### config.mk
export PLATFORM = sky130hd
export DESIGN_NAME = piso_serializer_flat
export DESIGN_NICKNAME = d
export VERILOG_FILES = /design/src/rtl/piso_pkg.sv /design/src/rtl/piso_serializer_if.sv /design/src/rtl/piso_bit_counter.sv /design/src/rtl/piso_serializer.sv /design/src/flat_wrapper.sv
export SDC_FILE = /design/constraint.sdc
export NUM_CORES = 1
export LEC_CHECK = 0
export CORE_ASPECT_RATIO = 1.4
export CORE_MARGIN = 1
export CORE_UTILIZATION = 30
export DETAILED_ROUTE_END_ITERATION = 16
export DONT_BUFFER_PORTS = 1
export SETUP_SLACK_MARGIN = 0.15
export SYNTH_ARGS = -nofsm -noshare
export SYNTH_HDL_FRONTEND = slang
export SYNTH_HIERARCHICAL = 1
export SYNTH_SLANG_ARGS = --single-unit
### constraint.sdc
create_clock -name clk -period 1.8 [get_ports clk]
set_input_delay 0.36 -clock clk [delete_from_list [all_inputs] [get_ports clk]]
set_output_delay 0.36 -clock clk [all_outputs]
set_load 0.005 [all_outputs]
### src/rtl/piso_pkg.sv
// Shared state encoding and idle line level for the PISO serializer.
// Build option: PISO_PARITY_EN adds a trailing even-parity state.
package piso_pkg;

   typedef enum logic [1:0] {
      IDLE  = 2'd0,
      SHIFT = 2'd1
`ifdef PISO_PARITY_EN
      , PAR = 2'd2
`endif
   } state_t;

   localparam logic IDLE_LEVEL = 1'b0;

endpackage

### src/rtl/piso_serializer_if.sv
// Word-side handshake and serial-side outputs of the PISO serializer.
interface piso_serializer_if #(
   parameter int unsigned N = 8
);
   logic         load;
   logic [N-1:0] din;
   logic         ready;
   logic         busy;
   logic         sout;
   logic         done;

   modport master (output load, din, input ready, busy, sout, done);
   modport slave  (input load, din, output ready, busy, sout, done);
endinterface

### src/rtl/piso_bit_counter.sv
// Frame bit counter: cleared on word acceptance, saturates at N so it never wraps.
module piso_bit_counter #(
   parameter int unsigned N = 8
) (
   input  logic                     clk,
   input  logic                     clr,
   input  logic                     clear,
   input  logic                     en,
   output logic [$clog2(N+1)-1:0]   count,
   output logic                     last
);
   localparam int unsigned CW = $clog2(N + 1);

   always_ff @(posedge clk or posedge clr) begin
      if (clr) begin
         count <= '0;
      end else if (clear) begin
         count <= '0;
      end else if (en && (count != CW'(N))) begin
         count <= count + CW'(1);
      end
   end

   assign last = (count == CW'(N - 1));
endmodule

### src/rtl/piso_serializer.sv
// Parallel-in serial-out transmitter with load/ready handshake and registered outputs.
// Build option: PISO_PARITY_EN appends one even-parity bit to every frame.
module piso_serializer
   import piso_pkg::*;
#(
   parameter int unsigned N         = 8,
   parameter bit          MSB_FIRST = 1'b1
) (
   input logic              clk,
   input logic              clr,
   piso_serializer_if.slave bus
);
   localparam int unsigned CW = $clog2(N + 1);

   state_t        state;
   logic [N-1:0]  shreg;
   logic [CW-1:0] count;
   logic          last;
   logic          accept;
`ifdef PISO_PARITY_EN
   logic          par;
`else
   logic          next_last;
   assign next_last = (count == CW'(N - 2));
`endif

   assign accept = bus.load && bus.ready;

   piso_bit_counter #(
      .N (N)
   ) u_cnt (
      .clk   (clk),
      .clr   (clr),
      .clear (accept),
      .en    (state == SHIFT),
      .count (count),
      .last  (last)
   );

   function automatic logic head(input logic [N-1:0] w);
      return MSB_FIRST ? w[N-1] : w[0];
   endfunction

   function automatic logic [N-1:0] advance(input logic [N-1:0] w);
      return MSB_FIRST ? {w[N-2:0], 1'b0} : {1'b0, w[N-1:1]};
   endfunction

   // Acceptance takes priority so a load in the final frame cycle chains with no gap.
   always_ff @(posedge clk or posedge clr) begin
      if (clr) begin
         state     <= IDLE;
         shreg     <= '0;
         bus.sout  <= IDLE_LEVEL;
         bus.busy  <= 1'b0;
         bus.done  <= 1'b0;
         bus.ready <= 1'b1;
`ifdef PISO_PARITY_EN
         par       <= 1'b0;
`endif
      end else if (accept) begin
         state     <= SHIFT;
         shreg     <= advance(bus.din);
         bus.sout  <= head(bus.din);
         bus.busy  <= 1'b1;
         bus.done  <= 1'b0;
         bus.ready <= 1'b0;
`ifdef PISO_PARITY_EN
         par       <= ^bus.din;
`endif
      end else begin
         unique case (state)
            IDLE: begin
               state <= IDLE;
            end
            SHIFT: begin
               if (last) begin
`ifdef PISO_PARITY_EN
                  state     <= PAR;
                  bus.sout  <= par;
                  bus.done  <= 1'b1;
                  bus.ready <= 1'b1;
`else
                  state     <= IDLE;
                  bus.sout  <= IDLE_LEVEL;
                  bus.busy  <= 1'b0;
                  bus.done  <= 1'b0;
                  bus.ready <= 1'b1;
`endif
               end else begin
                  shreg     <= advance(shreg);
                  bus.sout  <= head(shreg);
`ifdef PISO_PARITY_EN
                  bus.done  <= 1'b0;
                  bus.ready <= 1'b0;
`else
                  bus.done  <= next_last;
                  bus.ready <= next_last;
`endif
               end
            end
`ifdef PISO_PARITY_EN
            PAR: begin
               state     <= IDLE;
               bus.sout  <= IDLE_LEVEL;
               bus.busy  <= 1'b0;
               bus.done  <= 1'b0;
               bus.ready <= 1'b1;
            end
`endif
            default: begin
               state <= IDLE;
            end
         endcase
      end
   end
endmodule

### src/flat_wrapper.sv
// flat-port wrapper written by rule: the top's interface ports become plain ports
module piso_serializer_flat import piso_pkg::*;
#(
   parameter int unsigned N         = 8,
   parameter bit          MSB_FIRST = 1'b1
)
  (clk, clr, bus_load, bus_din, bus_ready, bus_busy, bus_sout, bus_done);
  piso_serializer_if #(.N(N)) bus_i ();
  input logic clk;
  input logic clr;
  input wire logic [$bits(bus_i.load)-1:0] bus_load;
  input wire logic [$bits(bus_i.din)-1:0] bus_din;
  output wire logic [$bits(bus_i.ready)-1:0] bus_ready;
  output wire logic [$bits(bus_i.busy)-1:0] bus_busy;
  output wire logic [$bits(bus_i.sout)-1:0] bus_sout;
  output wire logic [$bits(bus_i.done)-1:0] bus_done;
  assign bus_i.load = bus_load;
  assign bus_i.din = bus_din;
  assign bus_ready = bus_i.ready;
  assign bus_busy = bus_i.busy;
  assign bus_sout = bus_i.sout;
  assign bus_done = bus_i.done;
  piso_serializer #(.N(N), .MSB_FIRST(MSB_FIRST)) u_core (.clk(clk), .clr(clr), .bus(bus_i));
endmodule
==> results.toml <==
[status]
outcome = "complete, no violations"

[detailed_routing]
wl_mm = 1.34
firstDrtPassIters = 4
ant_nets = 0
dr.first_iter.drc_count = 17
num_vias = 540
drc = 0
wl_per_cell_um = 11.4
vias_per_cell = 4.58

[global_routing]
antenna_found_initial = 0
grt_pass1_wl_mm = 2.44
grt_pass1_vias = 554
grtUsageTotal = 0.114
grt_overflow = 0
grt_start_max_net_pins = 13

[power]
comb_power_share = 0.385
peakVddDrop_mv = 0.675
p_seq_frac = 0.450
internal_power_mw = 0.943
total_power_mw = 1.44
cellLeakagePower_nw = 0.442
switching_power_mw = 0.494
p_sw_frac = 0.344
power.density_nw_per_um2 = 1580
pwr-share-clk = 0.165

[placement]
gp_congestion = 0.753
place_ws_ns = 0.228
io_buffers = 0
hpwl_mm = 1.01

[floorplanning]
die_h_um = 63.3
start_util = 0.326
io_pins = 15
die_area_um2 = 2900
die_w_um = 45.8
core_um2 = 2470
fp-row-count = 21

[timing]
setup_violations = 0
final.setup_skew_ns = 0.00383
fin_crit_sh = 0.851
worst_slew_pin_slew_ns = 0.443
rsz0062_at_grt = "false"
setup_ws_ns = 0.269
final-hold-violation-count = 0
fmax_mhz = 653
slew_viol_final = 0
final.setup.tns_ns = 0
fin_crit_ns = 1.53
slew_headroom = 0.704

[logic_synthesis]
yosysMostFrequentCell = "dfrtp_1"
synth-edff-count = 0
yosys_warnings = 6
async_flop_share = 1.00
synth_top_area_cell = "dfrtp_1"
synth_common_cells = "dfrtp_1 (15), nand2_1 (12), mux2i_1 (7)"
synth.ff_latch_count = 16
synth.area.top_cells = "dfrtp_1 (47%), mux2i_1 (8.7%), nand2_1 (5.6%)"
synth_top_cell_area_share = 0.467
synth_top_flop_cell = "dfrtp_1"
synthesis.area_um2 = 805
syn_avg_cell_area_um2 = 10.3
synth_nets = 91
yosysUniqueCellTypes = 27
syn_inst = 78
seq_area_frac_synth = 0.499

[clock_tree]
cts_num_sinks = 16
htree_levels = 1
tritoncts = "yes"
clk_latency_ns = 0.28
clockRootBuffer = "clkbuf_4"
cts_resized = 0
cts_made_buffers = 3
cts.path.max_buffers = 2
clkTransAtPathRegs_ns = 0.10

[hold_path]
hold_path_class = "in -> reg"

[run]
cap_violations = 0

[critical_path]
start_kind = "register"
required_ns = 1.98
worstPathMaxFanout = 9
critPathArrivalTime_ns = 1.71
crit_type = "reg -> reg"
end_kind = "register"

[final_layout]
finish.net_count = 98
antenna_cells = 0
drive_gt1_frac = 0.167
area_growth_pct = 12.9
==> critical path, stage by stage (launching register included) <==
cell	delay, ns
dfrtp_1	0.44
ha_1	0.22
and3b_2	0.23
nor2b_4	0.13
buf_12	0.13
mux2i_1	0.20
o21ai_1	0.08
==> state kept, by name (all words and copies together) (netlist names) <==
signal / flops
u_core/shreg: 7
u_core/u_cnt/count: 4
u_core/bus.busy: 1
u_core/bus.done: 1
u_core/bus.ready: 1
u_core/bus.sout: 1
u_core/state: 1
==> logic make-up (layout without fill, tap and decap cells) <==
family                   count (synthesis)  count (layout)  synth area share
adder cells (fa/ha/maj)                  2               2            0.0311
multiplexers                             8               8             0.106
AND/OR/NAND/NOR                         29              29             0.194
flip-flops                              16              16             0.499
AO/OA/AOI/OAI                           14              14             0.101
buffers and inverters                    8              14            0.0575
XOR/XNOR                                 1               1            0.0109
==> what timing repair did <==
action	in CTS	in global routing
setup endpoints to repair	0	6
buffers inserted	0	1
hold endpoints to repair	15	0
hold buffers	1	0
==> final timing paths <==
| path | from | to | slack, ns | cells after the start |
|---|---|---|---|---|
| max | u_core/u_cnt/count[0] | u_core/shreg[3] | 0.27 | 6 |
| min | bus_din[0] | u_core/shreg[1] | 0.18 | 2 |
| max reg2reg | u_core/u_cnt/count[0] | u_core/shreg[3] | 0.27 | 6 |
| min reg2reg | u_core/bus.busy | u_core/bus.busy | 0.53 | 1 |
| max in group asynchronous | clr | u_core/bus.ready | 0.94 | 2 |
| min in group asynchronous | clr | u_core/u_cnt/count[1] | 0.41 | 2 |
==> power groups by stage <==
stage	clock [mW]	sequential [mW]	combinational [mW]
floorplan	0	0.612	0.461
finish	0.237	0.646	0.554
CTS	0.248	0.648	0.513
detailed placement	0	0.655	0.503
global route	0.261	0.674	0.624
global placement	0	0.647	0.491
==> layout make-up <==
type,count,area [um^2]
flip-flops and latches,16,402
fillers,262,1560
well taps,34,42.5
inverters,5,18.8
repair buffers,5,52.6
multi-input cells,54,357
clock buffers,4,36.3
==> cell usage in the layout (no fill, tap or decap) <==
cell type / synthesis / layout
mux2i_1: 7 / 7
ha_1: 2 / 2
o21a_1: 1 / 1
nor2b_1: 2 / 2
nand2b_1: 2 / 2
inv_1: 5 / 5
buf_4: 0 / 3
clkbuf_4: 0 / 3
o21ai_0: 1 / 1
nor2_1: 6 / 6
nand4_1: 1 / 1
dfstp_2: 1 / 1
buf_12: 0 / 1
and2_1: 1 / 1
nand2_1: 12 / 12
a21oi_1: 3 / 3
dfrtp_1: 15 / 15
dlygate4sd3_1: 0 / 1
and3b_2: 1 / 1
xor2_1: 1 / 1
clkbuf_8: 0 / 1
nor4bb_1: 1 / 1
o21ai_2: 1 / 1
mux2_4: 1 / 1
o21ai_1: 6 / 6
or2_4: 1 / 1
or3b_1: 1 / 1
a211oi_1: 1 / 1
nor2b_4: 1 / 1
a21o_1: 1 / 1
==> per-stage QoR <==
stage | instance area [um^2] | std cells | util | hold WS [ns]
final | 908 | 118 | 0.368 | 0.184
after global routing | 908 | 118 | 0.368 | 0.176
after CTS | 888 | 117 | 0.360 | 0.173
after detailed placement | 842 | 112 | 0.341 | 0.146
after global placement | 842 | 112 | 0.341 | 0.145
after floorplan | 805 | 78 | - | 0.126
==> per-layer routing <==
metal / track usage / part of all wire / up-vias
met1: 0.166 / 0.45 / 249
met3: 0.0201 / 0.057 / 2
li1: - / - / 271
met4: 0.0551 / 0.0060 / 0
met2: 0.161 / 0.48 / 18
met5: 0 / 0 / -
Power figures use the tool's default switching activity.
